[config.mk]
export PLATFORM = sky130hd
export DESIGN_NAME = bcd_converter
export DESIGN_NICKNAME = d
export VERILOG_FILES = /design/src/rtl/display_pkg.sv /design/src/rtl/bcd_add3.sv /design/src/rtl/bcd_converter.sv
export SDC_FILE = /design/constraint.sdc
export NUM_CORES = 1
export LEC_CHECK = 0
export ABC_CLOCK_PERIOD_IN_PS = 1400
export BUFFER_PORTS_ARGS = -buffer_cell sky130_fd_sc_hd__clkbuf_2
export CAP_MARGIN = 20
export CORE_AREA = 2 2 72 91
export CTS_BUF_LIST = sky130_fd_sc_hd__clkbuf_2
export CTS_CLUSTER_SIZE = 10
export DETAILED_ROUTE_END_ITERATION = 8
export DIE_AREA = 0 0 74 93
export PLACE_DENSITY = 0.66
export SETUP_SLACK_MARGIN = 0.5
export SYNTH_ARGS = -nofsm -noshare
export SYNTH_HDL_FRONTEND = slang
export SYNTH_HIERARCHICAL = 1
export SYNTH_SLANG_ARGS = --single-unit
[constraint.sdc]
create_clock -name clk -period 1.4 [get_ports clk]
set_input_delay 0.07 -clock clk [delete_from_list [all_inputs] [get_ports clk]]
set_output_delay 0.07 -clock clk [all_outputs]
set_load 0.1 [all_outputs]
[src/rtl/display_pkg.sv]
// rtl/display_pkg.sv - shared display types and constants for the BCD converter
package display_pkg;

    localparam int DIGIT_W = 4;
    localparam int BCD_MAX = 9999;

    typedef logic [DIGIT_W-1:0] bcd_digit_t;
    typedef bcd_digit_t [3:0] bcd4_t;

    typedef enum logic {
        ST_IDLE = 1'b0,
        ST_CONV = 1'b1
    } bcd_conv_state_t;

endpackage

[src/rtl/bcd_add3.sv]
// rtl/bcd_add3.sv - double-dabble digit correction: add 3 when the digit is 5 or more
module bcd_add3
    import display_pkg::*;
(
    input  logic [DIGIT_W-1:0] digit_in,
    output logic [DIGIT_W-1:0] digit_out
);

    always_comb begin
        digit_out = digit_in;
        if (digit_in >= DIGIT_W'(5)) begin
            digit_out = digit_in + DIGIT_W'(3);
        end
    end

endmodule

[src/rtl/bcd_converter.sv]
// rtl/bcd_converter.sv - sequential shift-and-add-3 binary to four-digit BCD converter
module bcd_converter
    import display_pkg::*;
#(
    parameter int BIN_W  = 14,
    parameter int DIGITS = 4
) (
    input  logic             clk,
    input  logic             reset_n,
    input  logic             start,
    input  logic [BIN_W-1:0] bin,
    output logic             busy,
    output logic             done,
    output logic             overflow,
    output logic [3:0]       ones,
    output logic [3:0]       tens,
    output logic [3:0]       hundreds,
    output logic [3:0]       thousands
);

    localparam int CNT_W = $clog2(BIN_W);
    localparam int SCR_W = DIGITS * DIGIT_W;

    bcd_conv_state_t  state_q, state_d;
    logic [BIN_W-1:0] operand_q, operand_d;
    logic [SCR_W-1:0] scratch_q, scratch_d;
    logic [SCR_W-1:0] scratch_adj;
    logic [CNT_W-1:0] cnt_q, cnt_d;
    logic             pend_ovf_q, pend_ovf_d;
    logic             busy_q, busy_d;
    logic             done_q, done_d;
    logic             ovf_q, ovf_d;
    bcd4_t            digits_q, digits_d;

    for (genvar g = 0; g < DIGITS; g++) begin : g_add3
        bcd_add3 u_add3 (
            .digit_in  (scratch_q[g*DIGIT_W +: DIGIT_W]),
            .digit_out (scratch_adj[g*DIGIT_W +: DIGIT_W])
        );
    end

    always_comb begin
        state_d    = state_q;
        operand_d  = operand_q;
        scratch_d  = scratch_q;
        cnt_d      = cnt_q;
        pend_ovf_d = pend_ovf_q;
        busy_d     = busy_q;
        done_d     = 1'b0;
        ovf_d      = ovf_q;
        digits_d   = digits_q;
        case (state_q)
            ST_IDLE: begin
                if (start) begin
                    // Out-of-range inputs saturate so the display shows 9999.
                    if (bin > BIN_W'(BCD_MAX)) begin
                        operand_d  = BIN_W'(BCD_MAX);
                        pend_ovf_d = 1'b1;
                    end else begin
                        operand_d  = bin;
                        pend_ovf_d = 1'b0;
                    end
                    scratch_d = '0;
                    cnt_d     = '0;
                    busy_d    = 1'b1;
                    state_d   = ST_CONV;
                end
            end
            ST_CONV: begin
                scratch_d = {scratch_adj[SCR_W-2:0], operand_q[BIN_W-1]};
                operand_d = {operand_q[BIN_W-2:0], 1'b0};
                cnt_d     = cnt_q + CNT_W'(1);
                if (cnt_q == CNT_W'(BIN_W - 1)) begin
                    digits_d = scratch_d[4*DIGIT_W-1:0];
                    ovf_d    = pend_ovf_q;
                    done_d   = 1'b1;
                    busy_d   = 1'b0;
                    state_d  = ST_IDLE;
                end
            end
            default: state_d = ST_IDLE;
        endcase
    end

    always_ff @(posedge clk) begin
        if (!reset_n) begin
            state_q    <= ST_IDLE;
            operand_q  <= '0;
            scratch_q  <= '0;
            cnt_q      <= '0;
            pend_ovf_q <= 1'b0;
            busy_q     <= 1'b0;
            done_q     <= 1'b0;
            ovf_q      <= 1'b0;
            digits_q   <= '0;
        end else begin
            state_q    <= state_d;
            operand_q  <= operand_d;
            scratch_q  <= scratch_d;
            cnt_q      <= cnt_d;
            pend_ovf_q <= pend_ovf_d;
            busy_q     <= busy_d;
            done_q     <= done_d;
            ovf_q      <= ovf_d;
            digits_q   <= digits_d;
        end
    end

    assign busy      = busy_q;
    assign done      = done_q;
    assign overflow  = ovf_q;
    assign ones      = digits_q[0];
    assign tens      = digits_q[1];
    assign hundreds  = digits_q[2];
    assign thousands = digits_q[3];

endmodule

## Yosys cells after proc, flatten, opt, wreduce, memory -nomap -nowiden

Index checks and enable logic that the tools add are counted.

- Flip-flop bits (word level): 55
- Bits in latches: 0
- Memory bits (writable): 0
- Bits in read-only memories: 0
- Input bits: 17
- Logic and storage cells: 49
- Memories kept: 0

- $add $sub $neg: 5
- Multiply operators: 0
- Div/mod/pow operators: 0
- Order comparisons: 5
- Equality and inequality tests: 3
- Shift operators: 0
- Mux-type cells: 19
- Bitwise gates (word level): 1
- Reductions and logical operators: 4

Operator list:

| cell | count |
|---|---|
| $pmux 16 s2 | 1 |
| $mux 14 | 2 |
| $pmux 14 s2 | 1 |
| $ge 4x3->1 const B | 4 |
| $mux 16 | 1 |
| $mux 4 | 4 |
| $gt 14x14->1 const B | 1 |
| $add 4x2->4 const B | 3 |
| $pmux 4 s2 | 1 |
| $reduce_and 2->1 | 4 |
| $mux 1 | 6 |
| $add 4x1->4 const B | 1 |
| $eq 4x4->1 const B | 1 |
| $pmux 1 s2 | 2 |
| $add 3x2->3 const B | 1 |
| $mux 3 | 1 |
| $ne 2x1->1 const B | 1 |
| $ne 2x2->1 const B | 1 |
| $not 1->1 | 1 |

## Logic depth before layout (Yosys ltp)

Gate-level depths: netlist (run 1).

- Depth in word-level cells: 4
- Mapped depth: 7
- Mapped depth without buffers: 7

## By module

Netlist (run 1), hierarchy kept.

Modules (own cells, without submodules):

| module | instances | cells each | area an instance (sq um) | seq. area each (sq um) |
|---|---|---|---|---|
| bcd_converter | 1 | 263 | 2240.9 | 1101.1 |
| bcd_add3 | 4 | 16 | 101.3 | 0.0 |

## Worst setup path after synthesis (run 1)

Ideal clock, no wire load.

- Path kind: reg2reg
- Start point: register scratch_q[9]
- End point: register digits_q (netlist bit hundreds[2])
- Arrival time: 1.255 ns
- Required time: 1.329 ns
- Path slack: 0.075 ns
- Cell stages (with the launch flop): 8
- Buffers on the path: 0
- Period minus slack after synthesis: 1.325 ns
- Cell sequence: dfxtp_1 > inv_1 > ha_1 > nand2b_1 > a21oi_2 > mux2i_1 > nand2_1 > a21oi_1

- Cells in the longest elaborated chain, start to end: 2
- Elaborated cells between the ends (all ways): 3
- Classes of those cells: add/sub: 1; order compare: 1; mux: 1

Ends and longest elaborated chain:

| what | RTL line | text |
|---|---|---|
| from (decl) | bcd_converter.sv:26 | `logic [SCR_W-1:0] scratch_q, scratch_d;` |
| from (signal assigned) | bcd_converter.sv:99 | `scratch_q <= scratch_d;` |
| $add 4x2->4 or $ge 4x3->1 (tied branches) | bcd_add3.sv:12, bcd_add3.sv:11 |  |
| $mux 4 * | bcd_add3.sv:11 | `if (digit_in >= DIGIT_W'(5)) begin` |
| net scratch_adj[9] | bcd_converter.sv:27 | `logic [SCR_W-1:0] scratch_adj;` |
| to (signal assigned) | bcd_converter.sv:105 | `digits_q <= digits_d;` |
| to (decl) | bcd_converter.sv:33 | `bcd4_t digits_q, digits_d;` |

Mark *: on every way through the listed nets, which the timed path passes. The rest lies on a longest branch.
A chain may end at the register's enable or synchronous reset.

## Final worst setup path (run 1)

- Start point: register scratch_q[5]
- End point: register digits_q (netlist bit tens[2])

The elaborated chain is that of the path after synthesis.

==> flow_metrics.env, run 1 <==
export IMPL_status="finished with violations"
export IMPL_failed_checks="setup timing"
export IMPL_drive_gt1_share_pct=52.7
export IMPL_grt_pass1_wl_um=11100
export IMPL_cts_buffers=5
export IMPL_num_rows=32
export IMPL_area_growth_pct=67.5
export IMPL_clock_path_buffers=2
export IMPL_cp_end_kind="register"
export IMPL_fillers=395
export IMPL_ctsHtreeMaxLevel=2
export IMPL_drtAntennaViolNets=0
export IMPL_critical_path_required_ns=1.82
export IMPL_power_density_mw_per_mm2=625
export IMPL_wl_um=7710
export IMPL_dieArea_sq_mm=0.00688
export IMPL_postLayoutCoreUtil_pct=72.7
export IMPL_post_route_period_util_pct=111
export IMPL_grt_max_degree=27
export IMPL_drc=0
export IMPL_synthesis_area_sq_mm=0.00263
export IMPL_grt_overflow_total=0
export IMPL_final_hold_viol_count=0
export IMPL_vdd_drop_max_uv=538
export IMPL_clock_sinks=55
export IMPL_dr_first_iter_drc_count=113
export IMPL_slew_viol_final=0
export IMPL_die_h_um=93
export IMPL_fin_skew_ns=0.0353
export IMPL_path_clk_slew_ns=0.29
export IMPL_n_antenna_cell=0
export IMPL_cts_tree="built"
export IMPL_gp_congestion=0.757
export IMPL_dr_pass1_iters=4
export IMPL_yosysWarnings=6
export IMPL_track_usage_pct=20.4
export IMPL_clock_fmax_mhz=644
export IMPL_num_vias=2541
export IMPL_timing_final_setup_violations=7
export IMPL_nNetsFinal=428
export IMPL_cp_arrival_ns=1.97
export IMPL_p_total_mw=2.75
export IMPL_hold_ws_ns=0.00132
export IMPL_die_x_um=74
export IMPL_tns_ns=-0.425
export IMPL_path_max_fanout=3
export IMPL_slew_headroom_pct=75.1
export IMPL_antenna_found_initial=0
export IMPL_core_sq_mm=0.00605
export IMPL_wl_per_cell_um=15.8
export IMPL_routed_via_density=5.22
export IMPL_drv_cap=0
export IMPL_fin_ws_ns=-0.153
export IMPL_start_kind="register"
export IMPL_period_needed_ns=1.55
export IMPL_syn_inst=323
export IMPL_synth_fp_nets=350
export IMPL_power_leakage_nw=1.68
export IMPL_syn_avg_cell_area_sq_um=8.13
export IMPL_pin_count=36
export IMPL_tightest_slew_ns=0.373
export IMPL_criticalPathCategory="reg2reg"
export IMPL_clock_root_buffer="clkbuf_2"
export IMPL_clk_latency_ns=0.46
export IMPL_grt_pass1_vias=2436
export IMPL_initial_core_util_pct=43.4
export IMPL_rsz0062_at_grt="true"
export IMPL_hp_class="in2reg"
export IMPL_port_buffers=35
export IMPL_dpl_hpwl_um=3820
==> repair_timing <==
action,in CTS,in global routing
gates resized for setup,105,78
pin swaps,23,36
buffers inserted,15,13
endpoints found under the setup margin,74,74
endpoints found under the hold margin,10,0
cloned,4,1
hold buffers,10,0
==> layer usage <==
layer  track usage (%)  share of wire (%)  vias up
met5                 0                  0        -
met4              6.97                1.8        0
met1              24.1                 41     1208
met2              36.3                 54       68
met3              3.34                3.8       12
li1                  -                  -     1253
==> worst paths after layout <==
check	from	to	slack, ns	cells after the start
worst max-delay path	scratch_q[5]	tens[2]	-0.15	7
worst min-delay path	bin[1]	operand_q[1]	0.001	4
worst max register to register	scratch_q[5]	tens[2]	-0.15	7
worst min register to register	operand_q[11]	operand_q[12]	0.47	2
==> area by class of cell <==
class / instances / area, sq um / area share, %
multi-input combinational: 237 / 1870 / 42.5
timing repair buffer: 91 / 1170 / 26.6
sequential: 55 / 1160 / 26.3
tap: 85 / 106 / 2.42
inverter: 11 / 51.3 / 1.17
clock buffer: 6 / 30.0 / 0.683
clock inverter: 2 / 12.5 / 0.284
==> where the power goes <==
part | internal [mW] | switching (mW) | leakage, nW | total [mW]
Combinational | 0.240 | 0.221 | 1.18 | 0.462
Clock | 0.129 | 0.514 | 0.0306 | 0.643
Sequential | 1.61 | 0.0383 | 0.465 | 1.64
Total | 1.98 | 0.774 | 1.68 | 2.75
==> state kept, by name (all words and copies together) (netlist names) <==
name / flops
state_q: 1
pend_ovf_q: 1
ones: 4
hundreds: 4
scratch_q: 16
tens: 4
done: 1
operand_q: 14
cnt_q: 4
busy: 1
thousands: 4
overflow: 1
==> worst max-delay path: stages, from the launching register on <==
cell and delay, ns:
dfxtp_4 0.43, inv_4 0.05, ha_4 0.15, nand2b_4 0.16, a21oi_4 0.17, mux2i_1 0.30, nand2_1 0.09, a21oi_1 0.15
==> cell usage in the layout, fill, tap and decap left out, types with 7 or more instances in the layout <==
cell and n:
a21oi_1 23, a21oi_2 14, buf_4 17, buf_6 21, clkbuf_16 18, clkbuf_2 22, dfxtp_1 23, dfxtp_2 25
dfxtp_4 7, dlygate4sd3_1 10, ha_4 8, mux2i_1 11, nand2_1 41, nand2_2 17, nor2_1 23, nor3b_1 11
o21ai_1 8
==> through the flow <==
| step | setup slack (ns) | cell area [sq um] | std cells |
|---|---|---|---|
| 2_1_floorplan | 0.158 | 2850 | 323 |
| 3_3_place_gp | 0.102 | 3110 | 436 |
| 3_5_place_dp | 0.0567 | 3110 | 436 |
| 4_1_cts | 0.0116 | 4000 | 473 |
| 5_1_grt | -0.174 | 4400 | 487 |
| 6_report | -0.153 | 4400 | 487 |
Note: power is estimated with default switching activity, not from simulation.
==> run 2, diff against run 1 <==
--- a/config.mk
+++ b/config.mk
@@ -5,7 +5,7 @@
 export SDC_FILE = /design/constraint.sdc
 export NUM_CORES = 1
 export LEC_CHECK = 0
-export ABC_CLOCK_PERIOD_IN_PS = 1400
+export ABC_CLOCK_PERIOD_IN_PS = 1700
 export BUFFER_PORTS_ARGS = -buffer_cell sky130_fd_sc_hd__clkbuf_2
 export CAP_MARGIN = 20
 export CORE_AREA = 2 2 72 91
@@ -13,7 +13,6 @@
 export CTS_CLUSTER_SIZE = 10
 export DETAILED_ROUTE_END_ITERATION = 8
 export DIE_AREA = 0 0 74 93
-export PLACE_DENSITY = 0.66
 export SETUP_SLACK_MARGIN = 0.5
 export SYNTH_ARGS = -nofsm -noshare
 export SYNTH_HDL_FRONTEND = slang
==> constraint.sdc (replaced) <==
create_clock -name clk -period 1.7 [get_ports clk]
set_input_delay 0.085 -clock clk [delete_from_list [all_inputs] [get_ports clk]]
set_output_delay 0.085 -clock clk [all_outputs]
set_load 0.1 [all_outputs]
==> flow_metrics.env, run 2 (synthesis gave the netlist of run 1 again) <==
export IMPL_status="finished, final reports clean"
export IMPL_power_leakage_nw=1.45
export IMPL_tns_ns=0
export IMPL_clock_fmax_mhz=701
export IMPL_r2r_end="hundreds[2]"
export IMPL_regMostFlops="scratch_q"
export IMPL_routed_via_density=5.09
export IMPL_drive_gt1_share_pct=43.4
export IMPL_cp_end_kind="register"
export IMPL_reg2reg_slack_ns=0.27
export IMPL_p_total_mw=2.27
export IMPL_die_h_um=93
export IMPL_pre_cts_ws_ns=0.361
export IMPL_pin_count=36
export IMPL_dpl_cell_area_sq_mm=0.00303
export IMPL_tightest_slew_ns=0.379
export IMPL_grt_overflow_total=0
export IMPL_reg_largest_list="scratch_q x16, operand_q x14"
export IMPL_layoutNonFillerInstCount=465
export IMPL_path_max_fanout=3
export IMPL_dr_first_iter_drc_count=72
export IMPL_slowest_delay_ns=0.43
export IMPL_layout_commonest_cell="nand2_1"
export IMPL_r2r_start="scratch_q[9]"
export IMPL_die_x_um=74
export IMPL_post_route_period_util_pct=83.9
export IMPL_area_growth_pct=45.6
export IMPL_largest_reg_flops=16
export IMPL_num_rows=32
export IMPL_hp_class="in2reg"
export IMPL_drc=0
export IMPL_wl_per_cell_um=13.2
export IMPL_critical_path_required_ns=2.09
export IMPL_period_needed_ns=1.43
export IMPL_grt_pass1_vias=2183
export IMPL_r2r_cells=7
export IMPL_final_hold_viol_count=0
export IMPL_grt_pass1_wl_um=9790
export IMPL_criticalPathCategory="reg2reg"
export IMPL_fin_ws_ns=0.273
export IMPL_drtAntennaViolNets=0
export IMPL_wl_um=6150
export IMPL_ctsHtreeMaxLevel=2
export IMPL_gp_congestion=0.774
export IMPL_cts_tree="built"
export IMPL_post_route_cell_area_sq_mm=0.00382
export IMPL_dieArea_sq_mm=0.00688
export IMPL_core_sq_mm=0.00605
export IMPL_rsz0062_at_grt="true"
export IMPL_clock_path_buffers=2
export IMPL_hold_end="operand_q[3]"
export IMPL_drv_cap=0
export IMPL_cp_arrival_ns=1.82
export IMPL_power_density_mw_per_mm2=594
export IMPL_clock_root_buffer="clkbuf_2"
export IMPL_min_path_cells=4
export IMPL_slew_headroom_pct=74.7
export IMPL_clk_latency_ns=0.46
export IMPL_start_kind="register"
export IMPL_n_antenna_cell=0
export IMPL_cts_buffers=5
export IMPL_grt_max_degree=18
export IMPL_place_inst=435
export IMPL_clock_sinks=55
export IMPL_vdd_drop_max_uv=525
export IMPL_layout_common_cells="50 x nand2_1, 27 x dfxtp_1, 25 x a21oi_1, 25 x nor2_1, 21 x clkbuf_2"
export IMPL_postLayoutCoreUtil_pct=63.3
export IMPL_fin_skew_ns=0.0314
export IMPL_num_vias=2366
export IMPL_path_cells="inv_4 -> ha_4 -> nand2b_4 -> a21oi_4 -> mux2i_1 -> nand2_1 -> a21oi_2"
export IMPL_dpl_hpwl_um=3920
export IMPL_critPathSlowestCell="dfxtp_2"
export IMPL_min_delay_start="bin[3]"
export IMPL_dr_pass1_iters=4
export IMPL_hold_ws_ns=0.0365
export IMPL_port_buffers=35
export IMPL_nNetsFinal=406
export IMPL_track_usage_pct=18.0
export IMPL_initial_core_util_pct=43.4
export IMPL_timing_final_setup_violations=0
export IMPL_path_clk_slew_ns=0.26
export IMPL_antenna_found_initial=0
export IMPL_slew_viol_final=0
[run 2: where the power goes]
| part | internal, mW | switching (mW) |
|---|---|---|
| combinational | 0.122 | 0.151 |
| sequential | 1.32 | 0.0259 |
| clock | 0.241 | 0.411 |
[run 2: cell type report]
cell class                 count  area [sq um]
multi-input combinational    237          1720
sequential                    55          1160
clock inverter                 3          38.8
inverter                      11          48.8
clock buffer                   5          25.0
tap                           85           106
fill                         517          2220
timing repair buffer          69           727
[run 2: worst max path at each step]
| stage | endpoint | startpoint | slack [ns] | cells past startpoint |
|---|---|---|---|---|
| 2_1_floorplan | hundreds[2] | hundreds[2] | 0.46 | 2 |
| 3_3_place_gp | tens[2] | scratch_q[4] | 0.37 | 7 |
| 3_5_place_dp | hundreds[2] | scratch_q[8] | 0.36 | 7 |
| 4_1_cts | tens[2] | scratch_q[5] | 0.31 | 7 |
| 5_1_grt | hundreds[2] | scratch_q[9] | 0.20 | 7 |
| 6_report | hundreds[2] | scratch_q[9] | 0.27 | 7 |
[run 2: critical path, delay by kind of cell (launching register included)]
| kind | cells | cell delay [ns] |
|---|---|---|
| AOI/OAI and AO/OA | 2 | 0.28 |
| adders and majority gates | 1 | 0.14 |
| buffers and inverters | 1 | 0.06 |
| DFF | 1 | 0.43 |
| muxes | 1 | 0.25 |
| and+or+nand+nor | 2 | 0.23 |
[run 2: what timing repair did]
action | CTS | global route
setup endpoints to repair | 63 | 58
resized for setup | 59 | 87
pin swaps | 5 | 28
hold buffers | 7 | 0
gates cloned | 1 | 1
hold endpoints to repair | 7 | 0
buffers inserted | 9 | 4
[run 2: metal layers]
metal | GRT usage, % | up-vias | wire length [um]
met4 | 5.91 | 0 | 63
met1 | 20.8 | 1128 | 2690
met3 | 3.23 | 5 | 138
met2 | 32.5 | 28 | 3250
met5 | 0 | - | 0
li1 | - | 1205 | -
